--- config.mk ---
export PLATFORM = sky130hd
export DESIGN_NAME = multi_alarm_timekeeper
export DESIGN_NICKNAME = d
export VERILOG_FILES = /design/src/rtl/multi_alarm_timekeeper.sv
export SDC_FILE = /design/constraint.sdc
export NUM_CORES = 1
export LEC_CHECK = 0
export ABC_CLOCK_PERIOD_IN_PS = 5000
export CORE_MARGIN = 2
export CORE_UTILIZATION = 55
export DETAILED_ROUTE_END_ITERATION = 7
export GPL_TIMING_DRIVEN = 0
export PLACE_DENSITY = 0.76
export SLEW_MARGIN = 30
export SYNTH_ARGS = -nofsm -noshare
export SYNTH_HDL_FRONTEND = slang
export SYNTH_SLANG_ARGS = --single-unit
--- constraint.sdc ---
create_clock -name CP -period 5 [get_ports CP]
set_input_delay 1.5 -clock CP [delete_from_list [all_inputs] [get_ports CP]]
set_output_delay 1.5 -clock CP [all_outputs]
set_load 0.02 [all_outputs]
--- src/rtl/multi_alarm_timekeeper.sv ---
`default_nettype none
// ============================================================================
// Module   : multi_alarm_timekeeper
// Purpose  : 24-hour BCD time-of-day core with ALARM_N alarm channels,
//            per-channel snooze/auto-stop and optional hourly chime
//            (enabled by defining HOURLY_CHIME_EN).
// Revision : 1.0
// ============================================================================
module multi_alarm_timekeeper #(
  parameter int ALARM_N  = 4,
  parameter int RING_S   = 30,
  parameter int SNOOZE_M = 5
) (
  input  logic                             CP,
  input  logic                             CR,
  input  logic                             TICK,
  input  logic                             SET_EN,
  input  logic [$clog2(ALARM_N+1)-1:0]     SEL,
  input  logic                             H_UP,
  input  logic                             H_DOWN,
  input  logic                             M_UP,
  input  logic                             M_DOWN,
  input  logic                             S_CLR,
  input  logic [ALARM_N-1:0]               AL_ON,
  input  logic                             STOP,
  input  logic                             SNOOZE,
  output logic [7:0]                       Q_H,
  output logic [7:0]                       Q_M,
  output logic [7:0]                       Q_S,
  output logic [7:0]                       A_H,
  output logic [7:0]                       A_M,
  output logic [ALARM_N-1:0]               RING,
  output logic                             ALARM,
  output logic                             TC_D,
  output logic                             CHIME
);

  localparam int SEL_W = $clog2(ALARM_N+1);

  typedef enum logic [1:0] {
    ST_IDLE    = 2'd0,
    ST_RINGING = 2'd1,
    ST_SNOOZED = 2'd2
  } ch_state_t;

  function automatic logic [7:0] bcd_inc(input logic [7:0] v, input logic [7:0] max);
    if (v == max)          return 8'h00;
    if (v[3:0] == 4'd9)    return {v[7:4] + 4'd1, 4'd0};
    return {v[7:4], v[3:0] + 4'd1};
  endfunction

  function automatic logic [7:0] bcd_dec(input logic [7:0] v, input logic [7:0] max);
    if (v == 8'h00)        return max;
    if (v[3:0] == 4'd0)    return {v[7:4] - 4'd1, 4'd9};
    return {v[7:4], v[3:0] - 4'd1};
  endfunction

  // Opposing buttons in the same cycle cancel out.
  function automatic logic [7:0] bcd_adj(input logic [7:0] v, input logic up,
                                         input logic dn, input logic [7:0] max);
    if (up && !dn) return bcd_inc(v, max);
    if (dn && !up) return bcd_dec(v, max);
    return v;
  endfunction

  logic [7:0] h_q, m_q, s_q;
  logic [7:0] h_d, m_d, s_d;
  logic       tcd_q;
  logic [7:0] ah_q, am_q, ah_d, am_d;
  logic [ALARM_N-1:0][7:0] alh_q, alm_q, alh_d, alm_d;

  logic w_tset, w_adv, w_wrap, w_new_min;
  assign w_tset    = SET_EN && (SEL == '0);
  assign w_adv     = TICK && !w_tset;
  assign w_wrap    = w_adv && (h_q == 8'h23) && (m_q == 8'h59) && (s_q == 8'h59);
  assign w_new_min = w_adv && (s_q == 8'h59);

  always_comb begin
    h_d = h_q;
    m_d = m_q;
    s_d = s_q;
    if (w_tset) begin
      h_d = bcd_adj(h_q, H_UP, H_DOWN, 8'h23);
      m_d = bcd_adj(m_q, M_UP, M_DOWN, 8'h59);
      if (S_CLR) s_d = 8'h00;
    end else if (w_adv) begin
      s_d = bcd_inc(s_q, 8'h59);
      if (s_q == 8'h59) begin
        m_d = bcd_inc(m_q, 8'h59);
        if (m_q == 8'h59) h_d = bcd_inc(h_q, 8'h23);
      end
    end
  end

  always_comb begin
    alh_d = alh_q;
    alm_d = alm_q;
    for (int k = 0; k < ALARM_N; k++) begin
      if (SET_EN && (SEL == SEL_W'(k + 1))) begin
        alh_d[k] = bcd_adj(alh_q[k], H_UP, H_DOWN, 8'h23);
        alm_d[k] = bcd_adj(alm_q[k], M_UP, M_DOWN, 8'h59);
      end
    end
  end

  // Readback uses the next alarm value so edits show after one cycle.
  always_comb begin
    ah_d = 8'h00;
    am_d = 8'h00;
    for (int k = 0; k < ALARM_N; k++) begin
      if (SEL == SEL_W'(k + 1)) begin
        ah_d = alh_d[k];
        am_d = alm_d[k];
      end
    end
  end

  always_ff @(posedge CP) begin
    if (!CR) begin
      h_q   <= 8'h00;
      m_q   <= 8'h00;
      s_q   <= 8'h00;
      tcd_q <= 1'b0;
      ah_q  <= 8'h00;
      am_q  <= 8'h00;
      alh_q <= '0;
      alm_q <= '0;
    end else begin
      h_q   <= h_d;
      m_q   <= m_d;
      s_q   <= s_d;
      tcd_q <= w_wrap;
      ah_q  <= ah_d;
      am_q  <= am_d;
      alh_q <= alh_d;
      alm_q <= alm_d;
    end
  end

  // Snooze target: current HH:MM plus SNOOZE_M minutes, carrying into the hour.
  logic [6:0] w_min_bin, w_min_sum, w_min_t;
  logic       w_min_cy;
  logic [7:0] w_snz_h, w_snz_m;
  assign w_min_bin = 7'(m_q[7:4]) * 7'd10 + 7'(m_q[3:0]);
  assign w_min_sum = w_min_bin + 7'(SNOOZE_M);
  assign w_min_cy  = (w_min_sum >= 7'd60);
  assign w_min_t   = w_min_cy ? (w_min_sum - 7'd60) : w_min_sum;
  assign w_snz_m   = {4'(w_min_t / 7'd10), 4'(w_min_t % 7'd10)};
  assign w_snz_h   = w_min_cy ? bcd_inc(h_q, 8'h23) : h_q;

  generate
    for (genvar k = 0; k < ALARM_N; k++) begin : g_ch
      ch_state_t  st_q, st_d;
      logic [7:0] cnt_q, cnt_d;
      logic [7:0] snh_q, snh_d, snm_q, snm_d;

      always_comb begin
        st_d  = st_q;
        cnt_d = cnt_q;
        snh_d = snh_q;
        snm_d = snm_q;
        case (st_q)
          ST_IDLE: begin
            if (w_new_min && (h_d == alh_q[k]) && (m_d == alm_q[k])) begin
              st_d  = ST_RINGING;
              cnt_d = 8'd0;
            end
          end
          ST_RINGING: begin
            if (STOP) begin
              st_d = ST_IDLE;
            end else if (SNOOZE) begin
              st_d  = ST_SNOOZED;
              snh_d = w_snz_h;
              snm_d = w_snz_m;
            end else if (TICK) begin
              if (cnt_q == 8'(RING_S - 1)) st_d = ST_IDLE;
              else                         cnt_d = cnt_q + 8'd1;
            end
          end
          ST_SNOOZED: begin
            if (STOP) begin
              st_d = ST_IDLE;
            end else if (w_new_min && (h_d == snh_q) && (m_d == snm_q)) begin
              st_d  = ST_RINGING;
              cnt_d = 8'd0;
            end
          end
          default: st_d = ST_IDLE;
        endcase
        // Disarming wins over every other transition.
        if (!AL_ON[k]) begin
          st_d  = ST_IDLE;
          cnt_d = 8'd0;
        end
      end

      always_ff @(posedge CP) begin
        if (!CR) begin
          st_q  <= ST_IDLE;
          cnt_q <= 8'd0;
          snh_q <= 8'h00;
          snm_q <= 8'h00;
        end else begin
          st_q  <= st_d;
          cnt_q <= cnt_d;
          snh_q <= snh_d;
          snm_q <= snm_d;
        end
      end

      assign RING[k] = (st_q == ST_RINGING);
    end
  endgenerate

`ifdef HOURLY_CHIME_EN
  logic chime_q;
  always_ff @(posedge CP) begin
    if (!CR) chime_q <= 1'b0;
    else     chime_q <= !SET_EN && (((m_d == 8'h59) && (s_d >= 8'h55)) ||
                                    ((m_d == 8'h00) && (s_d == 8'h00)));
  end
  assign CHIME = chime_q;
`else
  assign CHIME = 1'b0;
`endif

  assign Q_H   = h_q;
  assign Q_M   = m_q;
  assign Q_S   = s_q;
  assign A_H   = ah_q;
  assign A_M   = am_q;
  assign TC_D  = tcd_q;
  assign ALARM = |RING;

endmodule
`default_nettype wire

==> results by stage, run 1 <==
Clock tree:
- CTS placed an instance of sky130_fd_sc_hd__clkbuf_16 at the clock tree root.
- In this run, CTS created clock tree buffers numbering 24.
- The H-tree level count is 1.
- The number of hold buffers added after CTS was 0.
- The latest clock arrival within the worst-skew pair is 0.54 ns.
- TritonCTS built the clock tree.
- Clock tree synthesis found a total of about 210 sinks.
- The maximum clock insertion buffer count is 3.
- After clock tree synthesis, the clock-pin slew on the worst setup and hold paths is around 0.060 ns.

Power and ir drop:
- The final total power is 4.46 mW.
- In this run the static leakage power is 7.18 nW.
- Dividing total power by cell area gives a power density of 222 nW/um2.
- The worst-case IR drop observed on VDD is 0.287 mV.

Routing:
- The detailed-route wire length per cell is 23.4 um.
- The detailed-route via count is 19.4k.
- The routed via count divided by cell count is 6.74.
- For this run, the detailed router's first-pass iteration total came to 8.
- After detailed routing, the number of remaining DRC violations is 0.
- The first routing iteration left 2,577 violations.
- The remaining antenna violation count after routing is 0.
- For this block, the routed nets add up to 67.5 mm of wire.

Synthesis:
- The number of distinct library cell variants in the gate-level netlist after synthesis is 102.
- Among all flip-flop cells after synthesis, the most frequent one is sky130_fd_sc_hd__dfxtp_1.
- The share of flip-flops with an asynchronous set or reset is 0%.
- The gate count of the mapped netlist is 2,338.
- The average cell area after synthesis is 7.31 um2.
- The number of nets produced by synthesis is roughly 2.4k.
- Synthesis inferred 209 register bits.
- The mapped netlist covers between 15,000 and 20,000 um2.
- During synthesis, Yosys emitted a total of 0 warnings.
- Counting flops with a built-in enable in the synthesized netlist gives 0.
- Summing the sequential cell areas from Yosys gives 24.5% of the chip area.

GRT:
- For this run, global-route usage on met1 was measured as 49.7%.
- The initial antenna violation count is 2.
- The largest net degree at the start of global routing is 14.
- The total congestion overflow after global routing is 0.
- The first-pass GRT wire length is 103 mm.
- The via count of the first global-routing pass is 17.9k.
- For met2 alone, demand over resource in global routing was 62.0%.
- The met3 capacity usage during global routing is 7.36%.
- The layer flagged by global routing as most heavily used is met2.
- Global routing used approximately two fifths of the available tracks.

STA:
- Of the available clock period, the critical path in the final layout requires 100%.
- For the pin with the worst max-slew slack, the measured transition is 1.13 ns.
- Between clock sinks in the finished design, the worst skew comes to approximately 0.015 ns.
- The max-slew violation count is 0.
- Setup repair after global routing could not meet its margin everywhere.
- The number of hold-slack violations in the final timing report came to 0.
- The achievable frequency is 200 MHz.
- The max-slew headroom at the worst pin is 24.4%.
- The number of setup violations in the final report is 0.
- The clock period could shrink to between 4 and 5 ns.

Layout:
- The net count reported at finish is between 2k and 3k.
- The finished cells cover 20,100 um2.
- The fraction of layout instances using a drive strength above 1 is 10.5%.
- The number of non-filler instances in the completed layout is 2,880.
- 0 antenna diodes ended up in the layout.
- The area overhead of the layout relative to synthesis is 17.5%.

Placement:
- In this run, placement finished with an instance count of 2,796.
- The total half-perimeter wirelength after legalization and detailed placement is 50.1 mm.
- The area after detailed placement is 18,200 um2.
- The routability congestion estimate is 1.02.
- Port buffering added 62 buffers.

Worst setup path:
- The kind of critical path is in2reg.
- In this design, the stage delay of the slowest critical-path cell is roughly 0.67 ns.
- The cell at the slowest stage of the critical path is sky130_fd_sc_hd__or4_1.
- The reg-to-reg setup timing slack is 0.08 ns.
- The critical register-to-register path endpoint is g_ch[2].cnt_q[1].
- Data arrives at the worst endpoint at 5.47 ns.
- Counting cells, the worst reg-to-reg path comes to 15.
- The signal on the critical path passes through clkdlybuf4s50_1 -> or4b_4 -> nand4_4 -> or4_1 -> and2_1 -> xnor2_1 -> a31oi_1 -> or4_1 -> nor4_4 -> a311oi_4 -> or4_1 -> a21oi_1.
- The most frequent cell on the critical path is sky130_fd_sc_hd__or4_1.
- STA classifies the critical path endpoint as a flip-flop.
- The worst register-to-register path begins at Q_H[0].
- The largest driver fanout on the critical path is 6.
- STA puts the critical path data required time at 5.47 ns.
- The type of element launching the critical path is a primary input.

Floorplanning:
- The die is between 150 and 200 um wide.
- The effective utilization at floorplan is a little under three fifths.
- Measured along the y axis, the die boundary spans 180 um.
- Pin placement for this block handled 65 I/O pins.
- The core area is 30,600 um2.
- The area enclosed by the die boundary is 32,500 um2.
- The number of placement rows is 64.

Hold path:
- The worst hold path passes through 2 cells.
- For hold timing, the worst endpoint is g_ch[3].snh_q[4].
- The tightest min-delay check is of the reg2reg type.
- In this run the most critical hold path is launched from g_ch[3].snh_q[4].

Job:
- The number of violations of the max-capacitance limit is 0.

Run status:
- The flow ran to the end, and the final reports show no timing, DRC or antenna violations.
==> cells in the mapped netlist, types with 12 or more instances <==
cell type | number | area (um2)
sky130_fd_sc_hd__or4_1 | 12 | 90.1
sky130_fd_sc_hd__buf_2 | 22 | 110
sky130_fd_sc_hd__nand2_1 | 213 | 800
sky130_fd_sc_hd__clkbuf_1 | 120 | 450
sky130_fd_sc_hd__a2111oi_0 | 13 | 114
sky130_fd_sc_hd__nor3_1 | 73 | 365
sky130_fd_sc_hd__ha_1 | 88 | 1100
sky130_fd_sc_hd__and3_1 | 19 | 119
sky130_fd_sc_hd__o22ai_1 | 21 | 131
sky130_fd_sc_hd__or3_1 | 19 | 119
sky130_fd_sc_hd__o31ai_1 | 15 | 113
sky130_fd_sc_hd__o21ai_0 | 156 | 781
sky130_fd_sc_hd__a22oi_1 | 18 | 135
sky130_fd_sc_hd__a211oi_1 | 64 | 480
sky130_fd_sc_hd__nand3_1 | 67 | 335
sky130_fd_sc_hd__nor4_1 | 24 | 150
sky130_fd_sc_hd__o21a_1 | 18 | 135
sky130_fd_sc_hd__nor2b_1 | 23 | 144
sky130_fd_sc_hd__and2_1 | 54 | 338
sky130_fd_sc_hd__or2_2 | 15 | 93.8
sky130_fd_sc_hd__nand2b_1 | 16 | 100
sky130_fd_sc_hd__a31oi_1 | 26 | 163
sky130_fd_sc_hd__nor2_1 | 260 | 976
sky130_fd_sc_hd__xor2_1 | 52 | 455
sky130_fd_sc_hd__nand4_1 | 42 | 263
sky130_fd_sc_hd__inv_1 | 87 | 327
sky130_fd_sc_hd__dfxtp_1 | 209 | 4180
sky130_fd_sc_hd__o2111ai_1 | 13 | 114
sky130_fd_sc_hd__xnor2_1 | 87 | 762
sky130_fd_sc_hd__o211ai_1 | 22 | 165
sky130_fd_sc_hd__mux2i_1 | 21 | 210
sky130_fd_sc_hd__a21o_1 | 12 | 90.1
sky130_fd_sc_hd__a21oi_1 | 188 | 941
==> worst max-delay path: cells and delay by family <==
| family | cells | cell delay, ns |
|---|---|---|
| simple gates | 7 | 2.73 |
| xor+xnor | 1 | 0.32 |
| buf+inv | 1 | 0.49 |
| compound gates | 3 | 0.42 |
==> timing repair <==
item | 4_1_cts | 5_1_grt
gates resized for setup | 79 | 91
endpoints found under the setup margin | 61 | 49
pin swaps | 12 | 25
buffers inserted | 16 | 28
==> flip-flops by register name (all words and copies together), names as in the netlist <==
signal,flops
alh_q,32
g_ch.st_q,8
A_M,8
A_H,8
g_ch.snm_q,32
Q_S,8
g_ch.cnt_q,32
TC_D,1
g_ch.snh_q,32
Q_H,8
alm_q,32
Q_M,8
==> cells by family after synthesis <==
family | share of synthesized area, %
AOI/OAI and AO/OA | 27.4
xor gates and xnor gates | 7.12
adders and majority gates | 6.67
buffers and inverters | 5.89
DFF | 24.5
muxes | 1.76
other | 0.0219
and+or+nand+nor | 26.7
==> power by group <==
part           internal (mW)  total, mW  leakage (nW)  switching (mW)
Clock                   1.18       1.96         0.407           0.775
Combinational          0.279      0.806          5.09           0.527
Sequential              1.68       1.70          1.69          0.0181
==> how the worst max path moves through the flow <==
stage	from	slack [ns]	depth (start not counted)	endpoint
2_1_floorplan	Q_M[2]	0.05	22	g_ch[0].snm_q[2]
3_3_place_gp	SEL[1]	-1.77	16	g_ch[2].cnt_q[1]
3_5_place_dp	SEL[1]	-1.75	16	g_ch[2].cnt_q[1]
4_1_cts	TICK	-0.05	14	g_ch[2].cnt_q[1]
5_1_grt	M_DOWN	-0.11	14	g_ch[2].cnt_q[1]
6_report	SEL[1]	0.0004	12	g_ch[1].cnt_q[5]
==> placed cells by master, fill, tap and decap left out, types with 42 or more instances in the layout <==
cell	instances
sky130_fd_sc_hd__ha_1	84
sky130_fd_sc_hd__xor2_1	47
sky130_fd_sc_hd__xnor2_1	83
sky130_fd_sc_hd__a21oi_1	184
sky130_fd_sc_hd__clkdlybuf4s50_1	58
sky130_fd_sc_hd__nor3_1	69
sky130_fd_sc_hd__nor2_1	257
sky130_fd_sc_hd__a211oi_1	59
sky130_fd_sc_hd__dfxtp_1	205
sky130_fd_sc_hd__inv_1	86
sky130_fd_sc_hd__buf_4	48
sky130_fd_sc_hd__and2_1	53
sky130_fd_sc_hd__clkbuf_1	102
sky130_fd_sc_hd__nand2_1	211
sky130_fd_sc_hd__nand4_1	42
sky130_fd_sc_hd__o21ai_0	151
sky130_fd_sc_hd__nand3_1	63
==> layer usage <==
layer / up-vias / share of wire (%)
met1: 9085 / 38
met2: 1237 / 44
met4: 0 / 7.5
li1: 8785 / -
met3: 298 / 11
met5: - / 0
==> final cells by class <==
| class | instances | area (um2) |
|---|---|---|
| Tap cell | 396 | 495 |
| Inverter | 90 | 349 |
| Fill cell | 2762 | 10500 |
| Sequential cell | 209 | 4200 |
| Multi-Input combinational cell | 1880 | 12500 |
| Timing Repair Buffer | 106 | 957 |
| Buffer | 155 | 744 |
| Clock inverter | 11 | 171 |
| Clock buffer | 33 | 696 |
==> through the flow <==
stage	util [%]	setup slack [ns]	TNS [ns]	hold slack [ns]
floorplan	-	0.0511	0	0.447
global placement	59.6	-1.77	-67.13	0.463
detailed placement	59.6	-1.75	-67.66	0.471
CTS	63.9	-0.0480	-0.0480	0.481
global route	65.7	-0.108	-0.461	0.499
finish	65.7	0.000401	0	0.476
Power figures use the tool's default switching activity.
==> inputs of run 2 (changes only) <==
--- a/config.mk
+++ b/config.mk
@@ -5,13 +5,13 @@
 export SDC_FILE = /design/constraint.sdc
 export NUM_CORES = 1
 export LEC_CHECK = 0
-export ABC_CLOCK_PERIOD_IN_PS = 5000
+export ABC_CLOCK_PERIOD_IN_PS = 4750
 export CORE_MARGIN = 2
 export CORE_UTILIZATION = 55
 export DETAILED_ROUTE_END_ITERATION = 7
 export GPL_TIMING_DRIVEN = 0
-export PLACE_DENSITY = 0.76
-export SLEW_MARGIN = 30
+export PLACE_DENSITY = 0.73
+export RECOVER_POWER = 25
 export SYNTH_ARGS = -nofsm -noshare
 export SYNTH_HDL_FRONTEND = slang
 export SYNTH_SLANG_ARGS = --single-unit
==> constraint.sdc (replaced) <==
create_clock -name CP -period 4.75 [get_ports CP]
set_input_delay 1.425 -clock CP [delete_from_list [all_inputs] [get_ports CP]]
set_output_delay 1.425 -clock CP [all_outputs]
set_load 0.02 [all_outputs]
==> results by stage, run 2 (synthesis results as in run 1) <==
Worst setup path:
- The cell at the slowest stage of the critical path is sky130_fd_sc_hd__or4_1.
- The endpoint identified for the worst register-to-register timing path is g_ch[2].snm_q[1].
- The kind of critical path is reg2reg.
- Among the stages of the critical path, the cell type that occurs most often is sky130_fd_sc_hd__inv_1.
- The largest driver fanout on the critical path came to 8 (+2).
- The depth of the most critical reg-to-reg path came to 20 (+5).
- Walking the worst path, the cells encountered are buf_8 -> clkinvlp_4 -> ha_1 -> inv_1 -> fa_2 -> a211o_1 -> a21o_1 -> a2111o_1 -> o21ai_4 -> nand3_2 -> a21boi_2 -> o221ai_1 -> o21ai_1 -> or2_4 -> ha_4 -> buf_6 -> inv_1 -> o31a_1 -> or4_1 -> nand3_1.
- The kind of cell with the highest combined delay on the critical path is compound AO/OA/AOI/OAI gates.
- The stage delay of the slowest cell on the critical path is 0.53 ns (-0.14 ns).
- The type of element launching the critical path is a flip-flop.
- The critical path capture point type is a flip-flop.
- The count of buffering cells on the critical path with inverters included came to 5 (+4).
- The critical path arrival was 5.20 ns (-0.27 ns).
- The startpoint of the most critical register-to-register path is Q_M[2].
- The reg-to-reg setup timing slack is 0.02 ns (-0.06 ns).
- The critical path required time came to 5.23 ns (-0.24 ns).

Power and ir drop:
- The share of power burned in combinational logic is 19.1% (+1.0 points).
- The part of the total power dissipated in sequential elements came to 37.9% (about the same).
- The switching share of power is 30.8% (+1.2 points).
- The worst-case vdd ir drop was 0.290 mV (+1.1%).
- The switching power of the nets is 1.45 mW (+9.8%).
- The design internal power is 3.25 mW (+3.6%).
- The power density over the cells was 229 nW/um2 (+3.2%).
- The static power due to leakage is 7.56 nW (+5.3%).
- The final total power is 4.70 mW (+5.4%).
- The fraction of power consumed by the clock network was 43.0% (-0.9 points).

Layout:
- The fraction of layout instances using a drive strength above 1 is 12.6% (+2.1 points).
- The number of non-filler instances in the completed layout is 2,909 (+1.0%).
- The area overhead of the layout relative to synthesis is 20.0%.
- The net count reported at finish is 2,601 (+1.0%).
- The library cell used most frequently in the layout, excluding fill and tap cells, is sky130_fd_sc_hd__nor2_1.
- The fill cell instance count of the final layout is 2,694 (-2.5%).
- In the layout the commonest cells are sky130_fd_sc_hd__nor2_1 (253), sky130_fd_sc_hd__nand2_1 (212), sky130_fd_sc_hd__dfxtp_1 (202).
- The share of the core filled with cells in the final layout was 67.1% (+1.4 points).

Routing:
- The routed via count divided by cell count is 6.70 (-0.61%).
- The DRC marker count from the first detailed-route iteration came to 2,581 (+0.16%).
- The iteration count of the initial detailed-routing pass was 8 (unchanged).
- The remaining antenna violation count after routing was 0 (unchanged).
- The detailed-route DRC error count is 0 (unchanged).
- The detailed-route wire length per cell is 23.8 um (+1.6%).
- The aggregate routed wire length came to 69.2 mm (+2.6%).
- The detailed-route via count is 19.5k (+0.39%).

Hold path:
- The worst min-delay path category is reg2reg.
- The launch instance of the worst min-delay path is g_ch[2].snh_q[4].
- The path with the worst hold slack has its endpoint at g_ch[2].snh_q[4].
- The worst hold path stage count is 2 (unchanged).

Floorplanning:
- The vertical extent of the die is 180 um (unchanged).
- The top-level port count is 65 (unchanged).
- The core area came to 30,600 um2 (unchanged).
- The x dimension of the die was 180 um (unchanged).
- The area enclosed by the die boundary is 32,500 um2 (unchanged).
- The effective utilization at floorplan is 55.9% (unchanged).
- The number of placement rows came to 64 (unchanged).

STA:
- For this run, the top clock speed supported by timing is 212 MHz.
- The least setup slack across all paths after layout was 0.0244 ns (+0.0240 ns).
- The number of hold-slack violations in the final timing report is 0 (unchanged).
- The worst clock skew is 0.0210 ns (+0.00639 ns).
- The max-slew headroom at the worst pin was 19.4% (-5.1 points).
- The worst hold-check slack was 0.488 ns (+0.0123 ns).
- The number of setup violations in the final report was 0 (unchanged).
- The worst-margin pin slew is 1.21 ns (+0.0758 ns).
- For the finished layout, the period the worst path requires is 4.73 ns.
- The max-slew violation count is 0 (unchanged).
- After layout, the worst path uses 99.5% of the clock period.

GRT:
- The via count of the first global-routing pass is 18.0k (+0.12%).
- The largest net degree at the start of global routing is 14 (unchanged).
- The total congestion overflow after global routing is 0 (unchanged).
- The first-pass GRT wire length came to 104 mm (+1.3%).
- The total global-route track usage is 40.3% (+0.72 points).
- The initial antenna violation count is 1 (-1).

Placement:
- The number of cells after detailed placement came to 2,796 (unchanged).
- The routability congestion estimate is 1.03 (+0.69%).
- The total half-perimeter wirelength after legalization and detailed placement is 50.7 mm (+1.3%).
- The worst setup timing slack at the placement stage was -1.81 ns (-0.0621 ns).
- The count of input and output buffers came to 62 (unchanged).

Clock tree:
- The CTS buffer count is 25 (+4.2%).
- The tree is rooted in a sky130_fd_sc_hd__clkbuf_16.
- The hold-fix buffer count after cts came to 0 (unchanged).
- The CTS clock-pin slew for the worst setup and hold paths came to 0.06 ns (about the same).
- The maximum clock insertion buffer count is 3 (unchanged).
- The H-tree level count is 1 (unchanged).
- The clock sink count is 209 (unchanged).
- TritonCTS built the clock tree.
- The latest clock arrival within the worst-skew pair is 0.55 ns (about the same).

Job:
- The number of violations of the max-capacitance limit is 0 (unchanged).

Run status:
- The run finished with clean final reports.
## run 2: cell types whose count changed in the layout (fill, tap and decap cells not counted), sizes merged
cell	change
dlygate4sd3	+34
clkdlybuf4s50	-39
clkinv	+11
bufbuf	+1
buf	+29
dlymetal6s2s	+4
clkinvlp	-5
clkbuf	-4
bufinv	-2
diode	+1
dlygate4sd2	-1
## run 2: worst max-delay path by stage
| stage | depth (start not counted) | to | slack [ns] | startpoint |
|---|---|---|---|---|
| global placement | 15 | g_ch[3].cnt_q[1] | -1.87 | SEL[1] |
| floorplan | 19 | g_ch[3].snm_q[1] | 0.01 | Q_M[2] |
| detailed placement | 15 | g_ch[3].cnt_q[1] | -1.81 | SEL[1] |
| CTS | 15 | g_ch[2].cnt_q[1] | -0.06 | SEL[1] |
| finish | 20 | g_ch[2].snm_q[1] | 0.02 | Q_M[2] |
| global route | 20 | g_ch[3].snm_q[1] | -0.11 | Q_M[2] |
## run 2: area by class of cell
cell class	instances	area [um2]	area share, %
Antenna cell	1	2.50	0.0122
Inverter	90	347	1.69
Sequential cell	209	4200	20.5
Timing Repair Buffer	134	1230	5.99
Buffer	153	758	3.69
Multi-Input combinational cell	1880	12600	61.6
Tap cell	396	495	2.41
Clock inverter	15	143	0.695
Clock buffer	31	708	3.45
## run 2: power by group through the flow
stage | combinational, mW | sequential (mW) | clock [mW]
floorplan | 0.481 | 1.83 | 0
global placement | 0.731 | 1.82 | 0
detailed placement | 0.736 | 1.82 | 0
CTS | 0.806 | 1.79 | 2.01
global route | 0.945 | 1.78 | 2.07
finish | 0.898 | 1.78 | 2.02
## run 2: metal layers
layer	vias to the layer above	wire, um	GRT usage [%]	part of all wire (%)
met5	-	0	0	0
met4	0	5070	24.0	7.3
met3	296	6560	5.62	9.5
met2	1223	30400	64.6	44
met1	9122	27200	51.7	39
li1	8840	-	-	-
## run 2: repair_timing
item | CTS | global route
setup buffers | 40 | 30
pin swaps | 23 | 35
setup endpoints to repair | 64 | 48
gates resized for setup | 111 | 108
cloned | 1 | 1
## run 2: worst reg2reg max path, stage by stage, from the launching register on
cell and delay (ns):
sky130_fd_sc_hd__dfxtp_4 0.36, sky130_fd_sc_hd__buf_8 0.12, sky130_fd_sc_hd__clkinvlp_4 0.09, sky130_fd_sc_hd__ha_1 0.28, sky130_fd_sc_hd__inv_1 0.07, sky130_fd_sc_hd__fa_2 0.41
sky130_fd_sc_hd__a211o_1 0.39, sky130_fd_sc_hd__a21o_1 0.25, sky130_fd_sc_hd__a2111o_1 0.48, sky130_fd_sc_hd__o21ai_4 0.21, sky130_fd_sc_hd__nand3_2 0.12, sky130_fd_sc_hd__a21boi_2 0.17
sky130_fd_sc_hd__o221ai_1 0.12, sky130_fd_sc_hd__o21ai_1 0.18, sky130_fd_sc_hd__or2_4 0.19, sky130_fd_sc_hd__ha_4 0.13, sky130_fd_sc_hd__buf_6 0.10, sky130_fd_sc_hd__inv_1 0.05
sky130_fd_sc_hd__o31a_1 0.33, sky130_fd_sc_hd__or4_1 0.53, sky130_fd_sc_hd__nand3_1 0.08
## run 2: metrics by stage
step	cell area, um2	setup TNS, ns
after global placement	18300	-76.31
after detailed placement	18300	-77.06
final	20500	0
after global routing	20500	-0.741
after floorplan	17100	0
after CTS	19900	-0.0968
